### src/rtl/pipelined_adder_if.sv
// Operand/result handshake bundle for pipelined_adder.
// The slave side is the adder; the master side is whoever produces operands
// and consumes results.
interface pipelined_adder_if #(
  parameter int WIDTH = 8
);
  logic             in_valid;
  logic             in_ready;
  logic [WIDTH-1:0] a;
  logic [WIDTH-1:0] b;
  logic             cin;
  logic             sub;
  logic             out_valid;
  logic             out_ready;
  logic [WIDTH-1:0] sum;
  logic             cout;
  logic             ovf;

  modport master (
    output in_valid, a, b, cin, sub, out_ready,
    input  in_ready, out_valid, sum, cout, ovf
  );

  modport slave (
    input  in_valid, a, b, cin, sub, out_ready,
    output in_ready, out_valid, sum, cout, ovf
  );
endinterface

### src/rtl/pipelined_adder.sv
// Pipelined ripple-carry adder/subtractor.
// Each stage resolves one CHUNK-bit slice and registers the carry into the
// next stage; the operands and the partially built sum travel alongside the
// beat. The whole pipeline freezes while a result is waiting on out_ready.
module pipelined_adder #(
  parameter int WIDTH = 8,
  parameter int CHUNK = 2
) (
  input  logic             clk,
  input  logic             rst_n,
  pipelined_adder_if.slave bus
);
  localparam int STAGES = WIDTH / CHUNK;
  localparam int LAST   = STAGES - 1;

  if (WIDTH % CHUNK != 0) begin : g_bad_chunk
    $error("pipelined_adder: WIDTH must be a multiple of CHUNK");
  end

  // One slice of ripple addition: CHUNK result bits plus the carry out.
  function automatic logic [CHUNK:0] add_slice(input logic [CHUNK-1:0] x,
                                               input logic [CHUNK-1:0] y,
                                               input logic             ci);
    return {1'b0, x} + {1'b0, y} + {{CHUNK{1'b0}}, ci};
  endfunction

  // Two's complement overflow: carry into the MSB differs from carry out.
  // Carry into the MSB is recovered as a ^ b ^ sum at that bit.
  function automatic logic signed_ovf(input logic a_msb,
                                      input logic b_msb,
                                      input logic s_msb,
                                      input logic c_out);
    return (a_msb ^ b_msb ^ s_msb) ^ c_out;
  endfunction

  // Per-stage registers; index k holds the beat that has resolved slices 0..k.
  logic             vld_p [STAGES];
  logic [WIDTH-1:0] a_p   [STAGES];
  logic [WIDTH-1:0] b_p   [STAGES];   // b already inverted for subtraction
  logic [WIDTH-1:0] s_p   [STAGES];
  logic             c_p   [STAGES];
  logic             ovf_p;

  // Inputs seen by each stage (stage 0 from the bus, others from stage k-1).
  logic             vld_src [STAGES];
  logic [WIDTH-1:0] a_src   [STAGES];
  logic [WIDTH-1:0] b_src   [STAGES];
  logic [WIDTH-1:0] s_src   [STAGES];
  logic             c_src   [STAGES];

  logic [CHUNK:0]   r_c     [STAGES];
  logic [WIDTH-1:0] s_nxt   [STAGES];
  logic             c_nxt   [STAGES];
  logic             ovf_nxt;

  logic             adv;

  // A result held for the consumer stalls every stage, including stage 0.
  assign adv          = ~(vld_p[LAST] & ~bus.out_ready);
  assign bus.in_ready = adv;

  // Route stage inputs and resolve this stage's slice.
  always_comb begin
    vld_src[0] = bus.in_valid;
    a_src[0]   = bus.a;
    b_src[0]   = bus.sub ? ~bus.b : bus.b;
    s_src[0]   = '0;
    c_src[0]   = bus.cin ^ bus.sub;   // subtract uses ~cin as the carry-in
    for (int k = 1; k < STAGES; k++) begin
      vld_src[k] = vld_p[k-1];
      a_src[k]   = a_p[k-1];
      b_src[k]   = b_p[k-1];
      s_src[k]   = s_p[k-1];
      c_src[k]   = c_p[k-1];
    end
    for (int k = 0; k < STAGES; k++) begin
      r_c[k]   = add_slice(a_src[k][k*CHUNK +: CHUNK],
                           b_src[k][k*CHUNK +: CHUNK], c_src[k]);
      s_nxt[k] = s_src[k];
      s_nxt[k][k*CHUNK +: CHUNK] = r_c[k][CHUNK-1:0];
      c_nxt[k] = r_c[k][CHUNK];
    end
    ovf_nxt = signed_ovf(a_src[LAST][WIDTH-1], b_src[LAST][WIDTH-1],
                         s_nxt[LAST][WIDTH-1], c_nxt[LAST]);
  end

  // Stage boundary registers; data only loads behind a valid beat.
  always_ff @(posedge clk or negedge rst_n) begin
    if (!rst_n) begin
      for (int k = 0; k < STAGES; k++) begin
        vld_p[k] <= 1'b0;
        a_p[k]   <= '0;
        b_p[k]   <= '0;
        s_p[k]   <= '0;
        c_p[k]   <= 1'b0;
      end
      ovf_p <= 1'b0;
    end else if (adv) begin
      for (int k = 0; k < STAGES; k++) begin
        vld_p[k] <= vld_src[k];
        if (vld_src[k]) begin
          a_p[k] <= a_src[k];
          b_p[k] <= b_src[k];
          s_p[k] <= s_nxt[k];
          c_p[k] <= c_nxt[k];
        end
      end
      if (vld_src[LAST]) begin
        ovf_p <= ovf_nxt;
      end
    end
  end

  // Final stage registers drive the result directly.
  assign bus.out_valid = vld_p[LAST];
  assign bus.sum       = s_p[LAST];
  assign bus.cout      = c_p[LAST];
  assign bus.ovf       = ovf_p;
endmodule
### src/flat_wrapper.sv
// flat-port wrapper written by rule: the top's interface ports become plain ports
module pipelined_adder_flat 
#(
  parameter int WIDTH = 8,
  parameter int CHUNK = 2
)
  (clk, rst_n, bus_in_valid, bus_a, bus_b, bus_cin, bus_sub, bus_out_ready, bus_in_ready, bus_out_valid, bus_sum, bus_cout, bus_ovf);
  pipelined_adder_if #(.WIDTH(WIDTH)) bus_i ();
  input  logic clk;
  input  logic rst_n;
  input wire logic [$bits(bus_i.in_valid)-1:0] bus_in_valid;
  input wire logic [$bits(bus_i.a)-1:0] bus_a;
  input wire logic [$bits(bus_i.b)-1:0] bus_b;
  input wire logic [$bits(bus_i.cin)-1:0] bus_cin;
  input wire logic [$bits(bus_i.sub)-1:0] bus_sub;
  input wire logic [$bits(bus_i.out_ready)-1:0] bus_out_ready;
  output wire logic [$bits(bus_i.in_ready)-1:0] bus_in_ready;
  output wire logic [$bits(bus_i.out_valid)-1:0] bus_out_valid;
  output wire logic [$bits(bus_i.sum)-1:0] bus_sum;
  output wire logic [$bits(bus_i.cout)-1:0] bus_cout;
  output wire logic [$bits(bus_i.ovf)-1:0] bus_ovf;
  assign bus_i.in_valid = bus_in_valid;
  assign bus_i.a = bus_a;
  assign bus_i.b = bus_b;
  assign bus_i.cin = bus_cin;
  assign bus_i.sub = bus_sub;
  assign bus_i.out_ready = bus_out_ready;
  assign bus_in_ready = bus_i.in_ready;
  assign bus_out_valid = bus_i.out_valid;
  assign bus_sum = bus_i.sum;
  assign bus_cout = bus_i.cout;
  assign bus_ovf = bus_i.ovf;
  pipelined_adder #(.WIDTH(WIDTH), .CHUNK(CHUNK)) u_core (.clk(clk), .rst_n(rst_n), .bus(bus_i));
endmodule
### config.mk
export PLATFORM = sky130hd
export DESIGN_NAME = pipelined_adder_flat
export DESIGN_NICKNAME = d
export VERILOG_FILES = /design/src/rtl/pipelined_adder_if.sv /design/src/rtl/pipelined_adder.sv /design/src/flat_wrapper.sv
export SDC_FILE = /design/constraint.sdc
export NUM_CORES = 1
export LEC_CHECK = 0
export ABC_AREA = 1
export CORE_MARGIN = 1
export CORE_UTILIZATION = 40
export DETAILED_ROUTE_END_ITERATION = 12
export PLACE_DENSITY = 0.61
export SYNTH_ARGS = -nofsm -noshare
export SYNTH_HDL_FRONTEND = slang
export SYNTH_SLANG_ARGS = --single-unit
### constraint.sdc
create_clock -name clk -period 1.8 [get_ports clk]
set_input_delay 0.54 -clock clk [delete_from_list [all_inputs] [get_ports clk]]
set_output_delay 0.54 -clock clk [all_outputs]
set_load 0.005 [all_outputs]
==> run metrics, run 1 <==
status=complete, no violations; Area Growth Syn to Fin=22.2%; fmax=567 MHz; num ports=34; fin nets=320; clk buf depth=2; crit path kind=flop to flop; Unique masters post-synth=20; Inserted Diodes=0; crit-path cells=inv_2 -> fa_2 -> fa_1 -> inv_1 -> nand2_1 -> nand2_1 -> nand2_1 -> nand3_1 -> nand2_1; top cell type's share of synthesized area=56.2%; H-tree levels=2; clk_skew=12.0 ps; sequential area share after synthesis=56.2%; CP required=2040 ps; post-cts hold buffer count=0; xor/xnor share of the synthesized area=3.34%; WL final=3.73 mm; clock slew at reported path FFs=90 ps; unrepaired setup endpoints after global routing=true; initial antenna violation count=0; P per Cell Area=1410 nW/um2; Syn Inst Count=252; critical path launch point type=flop; PortBufs=33; Placed Cells=353; DRC Markers=0; GPL Wtd Cong=0.689; starting DRC count in detailed routing=72; Yosys reg bits=53; synthesis warning total=0; buffers plus inverters on the worst setup path=2; Synth area leader=dfrtp_1; Mapped Area=2360 um2; most frequent cells in the layout=nand2_1 (97), dfrtp_1 (53), clkdlybuf4s50_1 (27); Critical Path Sink Type=flop; post-synthesis adder-cell area fraction=7.31%; Max VDD drop=0.524 mV; final hold vios=0; Synth Area in Compound Gates=5.09%; slowest CP cell=fa_1; GR Overflow Total=0; Max Slew Vio Count=0; Core Area=5610 um2; CTS tree=done; drt wl/cell=10.4 um; share of cells above drive strength 1=10.1%; top cells by area, synth=dfrtp_1 (56%), nand2_1 (15%), fa_1 (6.8%), inv_1 (4.3%), o21ai_0 (3.6%); # clock sinks=53; syn avg cell area=9.37 um2; Post-Layout Cell Count=360; crit-path max cell delay=530 ps; post-synthesis mux area share=0%; vias per inst=4.45; Die Wd=78.8 um; commonest non-fill, non-tap cell in the layout=nand2_1; Clk Latency, worst-skew pair=300 ps; delay-heaviest family, CP=adder cells; router iterations before antenna repair=4; Max FO, Critical Path=3; ANT nets after route=0; Tmin final=1760 ps; critical path's most frequent cell=nand2_1; Post-Syn Nets=283; total CTS buffers=5; Chip Height=78.8 um; class of the worst hold path=primary input to asynchronous set/reset pin; max-cap viol count=0; Initial Util=42.1%; largest net degree at the start of global routing=54; first-pass GRT wire length=6.60 mm; Least-Margin Pin Slew=459 ps; Final Util=51.5%; largest family of logic cells by synthesized area=simple AND/OR/NAND/NOR gates; setup_tns=0 ps; fin crit share=98.0%; leakage=1.45 nW; simple-gate area share of the yosys netlist=20.5%; Total Routing Usage GR=13.5%; row cnt=27; DP HPWL=2.66 mm; vias post-DR=1601; Worst EP arrival=2000 ps; Setup Viol. Count Final=0; Max-slew headroom=69.3%; vias in the first global route=1535; root buf cell=clkbuf_8; Die ar.=6210 um2
cell usage after synthesis, drive strengths merged:
cell type,number
inv,28
xor2,7
nand2,99
nand3,16
xnor2,2
o21ai,24
ha,1
buf,11
dfrtp,53
fa,8
nor2,3
report_power, final:
part	leakage (nW)	total [mW]	internal, mW	switching (mW)
Sequential	0.666	1.94	1.67	0.267
Clock	0.0399	0.604	0.257	0.347
Combinational	0.742	1.54	0.727	0.810
Total	1.45	4.08	2.66	1.42
stage by stage:
stage	instance area [um2]	hold slack, ps	power, mW	setup WS (ps)
2_1_floorplan	2400	244	2.97	-11.1
3_3_place_gp	2800	452	3.47	-522
3_5_place_dp	2800	457	3.51	-525
4_1_cts	2870	235	4.13	9.77
5_1_grt	2890	237	4.48	-72.3
6_report	2890	228	4.08	36.7
worst reg2reg max path: cells and delay by family (launching register included):
family                     cells  cell delay, ps
adders and majority gates      2             920
buffers and inverters          2             100
DFF                            1             370
and+or+nand+nor                5             320
cell families after synthesis:
kind of cell | after synthesis
AOI/OAI and AO/OA | 24
xor gates and xnor gates | 9
adders and majority gates | 9
buffers and inverters | 39
DFF | 53
and+or+nand+nor | 118
metal layers:
metal	part of all wire, %	vias to the layer above	global-route usage (%)
met4	1.1	0	4.91
met1	51	729	17.1
met2	45	32	22.5
met5	0	-	0
li1	-	836	-
met3	3.4	4	3.22
flip-flops by register name, indices dropped and copies added (netlist names):
| signal | count |
|---|---|
| u_core.bus.ovf | 1 |
| u_core.bus.cout | 1 |
| u_core.bus.out_valid | 1 |
| u_core.vld_p | 3 |
| u_core.s_nxt | 12 |
| u_core.a_p | 12 |
| u_core.c_p | 3 |
| u_core.bus.sum | 8 |
| u_core.b_p | 12 |
timing repair:
item	4_1_cts	5_1_grt
endpoints found under the hold margin	0	0
gates cloned	0	0
gates resized for setup	6	6
setup buffers	0	1
endpoints found under the setup margin	4	3
pin swaps	2	5
cell type report:
cell class                      instances  area [um2]
Fill cell                             580        2720
Sequential cell                        53        1330
Multi-Input combinational cell        160         886
Timing Repair Buffer                   41         404
Inverter                               28         105
Tap cell                               72        90.1
Clock buffer                            5        68.8
Clock inverter                          1        5.00
final timing paths:
path                            slack, ps                           from  cells past startpoint                            end
worst max-delay path                   40     u_core.a_p[14]$_DFFE_PN0P_                      9     u_core.bus.ovf$_DFFE_PN0P_
worst min-delay path                  230                          rst_n                      2  u_core.bus.sum[4]$_DFFE_PN0P_
worst max register to register         40     u_core.a_p[14]$_DFFE_PN0P_                      9     u_core.bus.ovf$_DFFE_PN0P_
worst min register to register        470  u_core.bus.sum[0]$_DFFE_PN0P_                      2  u_core.bus.sum[0]$_DFFE_PN0P_
max in group asynchronous            1340                          rst_n                      2  u_core.bus.sum[0]$_DFFE_PN0P_
min in group clk                      470  u_core.bus.sum[0]$_DFFE_PN0P_                      2  u_core.bus.sum[0]$_DFFE_PN0P_
No activity file was read; power rests on OpenSTA's default activity.
==> run 2, diff against run 1 <==
- PLACE_DENSITY: 0.61 -> 0.59
- clock period: 1.8 -> 1.7 ns (I/O delays scaled with it)
==> run metrics, run 2 (synthesized netlist as in run 1, its figures left out) <==
Finished Cell Area=2980 um2 (was 2890 um2); failing checks=negative setup slack; first-pass GRT wire length=6.75 mm (was 6.60 mm); Placed Cells=354 (was 353); Total Routing Usage GR=14.2% (was 13.5%); Initial Util=42.1% (unchanged); # clock sinks=53 (unchanged); most frequent cells in the layout=nand2_1 (95), dfrtp_1 (53), inv_1 (22) (was nand2_1 (97), dfrtp_1 (53), clkdlybuf4s50_1 (27)); Max VDD drop=0.559 mV (was 0.524 mV); WL final=3.87 mm (was 3.73 mm); Filler cells=565 (was 580); largest net degree at the start of global routing=54 (unchanged); critical path's most frequent cell=nand3_1 (was nand2_1); Die Wd=78.8 um (unchanged); Max-slew headroom=69.4% (was 69.3%); Tmin final=1740 ps (was 1760 ps); crit-path cells=inv_2 -> fa_2 -> fa_1 -> inv_1 -> nand2_2 -> nand3_1 -> nand3_1 -> nand2_1 (was inv_2 -> fa_2 -> fa_1 -> inv_1 -> nand2_1 -> nand2_1 -> nand2_1 -> nand3_1 -> nand2_1); router iterations before antenna repair=4 (unchanged); PortBufs=33 (unchanged); leakage=1.59 nW (was 1.45 nW); clock slew at reported path FFs=80 ps (was 90 ps); crit path kind=flop to flop (unchanged); clk_skew=5.33 ps (was 12.0 ps); commonest non-fill, non-tap cell in the layout=nand2_1 (unchanged); drt wl/cell=10.5 um (was 10.4 um); slowest CP cell=fa_1 (unchanged); fmax=576 MHz (was 567 MHz); vias per inst=4.42 (was 4.45); Die ar.=6210 um2 (unchanged); delay-heaviest family, CP=adder cells (unchanged); vias post-DR=1630 (was 1601); Core Area=5610 um2 (unchanged); share of cells above drive strength 1=13.8% (was 10.1%); root buf cell=clkbuf_8 (unchanged); Critical Path Sink Type=flop (unchanged); total CTS buffers=5 (unchanged); DP HPWL=2.68 mm (was 2.66 mm); Least-Margin Pin Slew=457 ps (was 459 ps); Cell Area, Placed=2810 um2 (was 2800 um2); status=complete, but fails checks (was complete, no violations); unrepaired setup endpoints after global routing=true (unchanged); max-cap viol count=0 (unchanged); GPL Wtd Cong=0.709 (was 0.689); Area Growth Syn to Fin=26.1% (was 22.2%); num ports=34 (unchanged); row cnt=27 (unchanged); H-tree levels=2 (unchanged); GR Overflow Total=0 (unchanged); fin nets=328 (was 320); DRC Markers=0 (unchanged); Max FO, Critical Path=3 (unchanged); ANT nets after route=0 (unchanged); Worst EP arrival=1940 ps (was 2000 ps); initial antenna violation count=0 (unchanged); CP required=1900 ps (was 2040 ps); Power Total=4.49 mW (was 4.08 mW); vias in the first global route=1523 (was 1535); Max Slew Vio Count=0 (unchanged); crit-path max cell delay=520 ps (was 530 ps); final hold vios=0 (unchanged); fin crit share=102% (was 98.0%); Setup Viol. Count Final=1 (was 0); critical path launch point type=flop (unchanged); Chip Height=78.8 um (unchanged); Hold Slack=189 ps (was 228 ps); clk buf depth=2 (unchanged); Clk Latency, worst-skew pair=300 ps (about the same); post-route setup slack=-37.1 ps (was 36.7 ps); Reg2Reg Setup Slack=-40 ps (was 40 ps); P per Cell Area=1510 nW/um2 (was 1410 nW/um2); CTS tree=done (unchanged); Inserted Diodes=0 (unchanged); buffers plus inverters on the worst setup path=2 (unchanged); Post-Layout Cell Count=369 (was 360); starting DRC count in detailed routing=64 (was 72); class of the worst hold path=primary input to asynchronous set/reset pin (unchanged)
==> run 2: cell count changes in the layout (fill, tap and decap cells not counted) <==
| cell | previous run | this run |
|---|---|---|
| buf_2 | 1 | 2 |
| buf_4 | 6 | 15 |
| clkbuf_1 | 0 | 1 |
| clkbuf_2 | 1 | 0 |
| clkbuf_8 | 5 | 6 |
| clkdlybuf4s15_1 | 0 | 1 |
| clkdlybuf4s50_1 | 27 | 18 |
| clkinv_2 | 1 | 0 |
| dlymetal6s2s_1 | 1 | 8 |
| inv_1 | 23 | 22 |
| inv_2 | 5 | 6 |
| nand2_1 | 97 | 95 |
| nand2_2 | 1 | 3 |
==> run 2: power by group <==
part	leakage, nW	internal [mW]	switching, mW	total, mW
Clock	0.0443	0.324	0.376	0.699
Sequential	0.666	1.77	0.284	2.05
Combinational	0.883	0.837	0.896	1.73
Total	1.59	2.93	1.56	4.49
==> run 2: worst paths after layout <==
path / from / to / cells after the start
max: u_core.c_p[1]$_DFFE_PN0P_ / u_core.bus.ovf$_DFFE_PN0P_ / 8
min: rst_n / u_core.bus.sum[4]$_DFFE_PN0P_ / 2
max reg2reg: u_core.c_p[1]$_DFFE_PN0P_ / u_core.bus.ovf$_DFFE_PN0P_ / 8
min reg2reg: u_core.bus.sum[0]$_DFFE_PN0P_ / u_core.bus.sum[0]$_DFFE_PN0P_ / 2
max in group asynchronous: rst_n / u_core.c_p[1]$_DFFE_PN0P_ / 2
min in group clk: u_core.bus.sum[0]$_DFFE_PN0P_ / u_core.bus.sum[0]$_DFFE_PN0P_ / 2
==> run 2: worst reg2reg max path: cells and delay by family, from the launching register on <==
| family | cells | cell delay (ps) |
|---|---|---|
| fa+ha+maj | 2 | 900 |
| flops | 1 | 370 |
| simple gates | 4 | 260 |
| buf+inv | 2 | 110 |
==> run 2: layout make-up <==
type | instances | area (um2) | area share (%)
sequential | 53 | 1330 | 44.5
multi-input combinational | 160 | 891 | 29.9
timing repair buffer | 49 | 479 | 16.1
inverter | 28 | 105 | 3.53
tap | 72 | 90.1 | 3.03
clock buffer | 7 | 86.3 | 2.90
==> run 2: routing by layer <==
layer / part of all wire (%) / GRT usage, %
met1: 47 / 17.7
met2: 47 / 23.5
met3: 4.8 / 4.60
met4: 0.83 / 4.36
met5: 0 / 0
==> run 2: what timing repair did <==
action | 4_1_cts | 5_1_grt
setup endpoints to repair | 5 | 12
resized for setup | 12 | 15
buffers inserted | 2 | 6
pin swaps | 3 | 5
hold buffers | 0 | 0
gates cloned | 0 | 0
==> run 2: stage by stage <==
| stage | util [%] | setup slack (ps) | setup TNS (ps) |
|---|---|---|---|
| 3_3_place_gp | 50.1 | -600 | -7350 |
| 5_1_grt | 53.1 | -144 | -153 |
| 3_5_place_dp | 50.1 | -613 | -7580 |
| 6_report | 53.1 | -37.1 | -37.1 |
| 4_1_cts | 51.9 | -58.2 | -58.2 |
| 2_1_floorplan | - | -81.1 | -97.0 |
==> run 3, diff against run 2 <==
- TNS_END_PERCENT: default -> 20
==> run metrics, run 3 (synthesized netlist as in run 1, its figures left out) <==
largest net degree at the start of global routing=54 (unchanged); most frequent cells in the layout=nand2_1 (95), dfrtp_1 (53), inv_1 (24) (was nand2_1 (95), dfrtp_1 (53), inv_1 (22)); starting DRC count in detailed routing=56 (was 64); DRC Markers=0 (unchanged); Finished Cell Area=2930 um2 (was 2980 um2); GPL Wtd Cong=0.709 (unchanged); post-cts hold buffer count=0 (unchanged); H-tree levels=2 (unchanged); Die ar.=6210 um2 (unchanged); commonest non-fill, non-tap cell in the layout=nand2_1 (unchanged); leakage=1.58 nW (was 1.59 nW); Critical Path Sink Type=flop (unchanged); Total Routing Usage GR=14.1% (was 14.2%); root buf cell=clkbuf_8 (unchanged); Chip Height=78.8 um (unchanged); CP required=1900 ps (about the same); Filler cells=570 (was 565); Max-slew headroom=69.5% (was 69.4%); Setup Viol. Count Final=1 (unchanged); first-pass GRT wire length=6.71 mm (was 6.75 mm); Inserted Diodes=0 (unchanged); Post-Layout Cell Count=362 (was 369); WL final=3.76 mm (was 3.87 mm); unrepaired setup endpoints after global routing=true (unchanged); max-cap viol count=0 (unchanged); drt wl/cell=10.4 um (was 10.5 um); Tmin final=1750 ps (was 1740 ps); clock slew at reported path FFs=90 ps (was 80 ps); # clock sinks=53 (unchanged); DP HPWL=2.68 mm (unchanged); num ports=34 (unchanged); Reg2Reg Depth=8 (unchanged); vias in the first global route=1504 (was 1523); final hold vios=0 (unchanged); share of cells above drive strength 1=11.0% (was 13.8%); storage element area=1330 um2 (unchanged); Max Used Layer=met4 (unchanged); CTS tree=done (unchanged); failing checks=negative setup slack (unchanged); fin crit share=103% (was 102%); Reg2Reg Setup Slack=-50 ps (was -40 ps); Worst EP arrival=1950 ps (was 1940 ps); met2 routed wirelength=1.74 mm (was 1.81 mm); P per Cell Area=1490 nW/um2 (was 1510 nW/um2); ANT nets after route=0 (unchanged); Least-Margin Pin Slew=456 ps (was 457 ps); Max VDD drop=0.563 mV (was 0.559 mV); Initial Util=42.1% (unchanged); initial antenna violation count=0 (unchanged); GR Overflow Total=0 (unchanged); critical path launch point type=flop (unchanged); fmax=572 MHz (was 576 MHz); met1 wire length=1.79 mm (was 1.83 mm); reg-to-reg startpoint=u_core.c_p[1]$_DFFE_PN0P_ (unchanged); Clk Latency, worst-skew pair=300 ps (about the same); Core Area=5610 um2 (unchanged); Power Total=4.37 mW (was 4.49 mW); Placed Cells=354 (unchanged); fin nets=321 (was 328); area used by multi-input combinational logic=891 um2 (unchanged); WL met3=199 um (was 184 um); clk_skew=6.13 ps (was 5.33 ps); Cell Area, Placed=2810 um2 (unchanged); R2R Path End=u_core.bus.ovf$_DFFE_PN0P_ (unchanged); post-route setup slack=-47.9 ps (was -37.1 ps); Max FO, Critical Path=3 (unchanged); class of the worst hold path=primary input to asynchronous set/reset pin (unchanged); total CTS buffers=5 (unchanged); vias per inst=4.40 (was 4.42); vias post-DR=1594 (was 1630); clk buf depth=2 (unchanged); crit path kind=flop to flop (unchanged); row cnt=27 (unchanged); Max Slew Vio Count=0 (unchanged); status=complete, but fails checks (unchanged); Area Growth Syn to Fin=24.1% (was 26.1%); Die Wd=78.8 um (unchanged); router iterations before antenna repair=4 (unchanged); PortBufs=33 (unchanged)
==> run 3: changes by cell type in the layout (fill, tap and decap cells not counted) <==
cell | previous run | this run
buf_2 | 2 | 1
buf_4 | 15 | 8
clkbuf_2 | 0 | 1
clkdlybuf4s15_1 | 1 | 0
clkdlybuf4s50_1 | 18 | 17
dlymetal6s2s_1 | 8 | 10
inv_1 | 22 | 24
inv_2 | 6 | 4
==> run 3: how the worst max path moves through the flow <==
stage	start	to	slack [ps]	cells past startpoint
3_3_place_gp	bus_sub	u_core.s_nxt[17]$_DFFE_PN0P_	-600	7
4_1_cts	u_core.c_p[1]$_DFFE_PN0P_	u_core.bus.ovf$_DFFE_PN0P_	-90	9
5_1_grt	u_core.c_p[1]$_DFFE_PN0P_	u_core.bus.ovf$_DFFE_PN0P_	-150	8
3_5_place_dp	bus_sub	u_core.s_nxt[17]$_DFFE_PN0P_	-610	7
2_1_floorplan	bus_sub	u_core.s_nxt[17]$_DFFE_PN0P_	-80	7
6_report	u_core.c_p[1]$_DFFE_PN0P_	u_core.bus.ovf$_DFFE_PN0P_	-50	8
==> run 3: worst max-delay path, cell delays in order (launching register included) <==
cell and delay, ps:
dfrtp_1 360, inv_2 50, fa_2 380, fa_1 540, inv_1 60, nand2_2 70
nand3_1 60, nand3_1 80, nand2_1 50
==> run 3: timing repair <==
item,4_1_cts,5_1_grt
endpoints found under the setup margin,5,13
gates resized for setup,6,17
buffers inserted,1,0
pin swaps,1,3
==> run 3: metal layers <==
layer  global-route usage, %  vias to the layer above
li1                        -                      837
met1                    17.6                      714
met2                    23.2                       39
met3                    4.60                        4
met4                    4.36                        0
met5                       0                        -
==> run 3: per-stage QoR <==
step	util (%)	setup TNS [ps]	hold WS, ps	setup slack [ps]
6_report	52.3	-47.9	190	-47.9
5_1_grt	52.3	-209	190	-152
4_1_cts	51.6	-182	189	-92.5
3_5_place_dp	50.1	-7580	457	-613
3_3_place_gp	50.1	-7350	452	-600
2_1_floorplan	-	-97.0	214	-81.1
==> run 3: power breakdown <==
group / switching [mW] / internal, mW
Clock: 0.374 / 0.324
Sequential: 0.283 / 1.77
Combinational: 0.871 / 0.748
==> run 3: cell type report <==
class | instances | share of cell area [%]
multi-input cells | 160 | 30.4
repair buffers | 42 | 14.7
inverters | 28 | 3.59
flip-flops and latches | 53 | 45.3
clock buffers | 7 | 2.95
well taps | 72 | 3.07
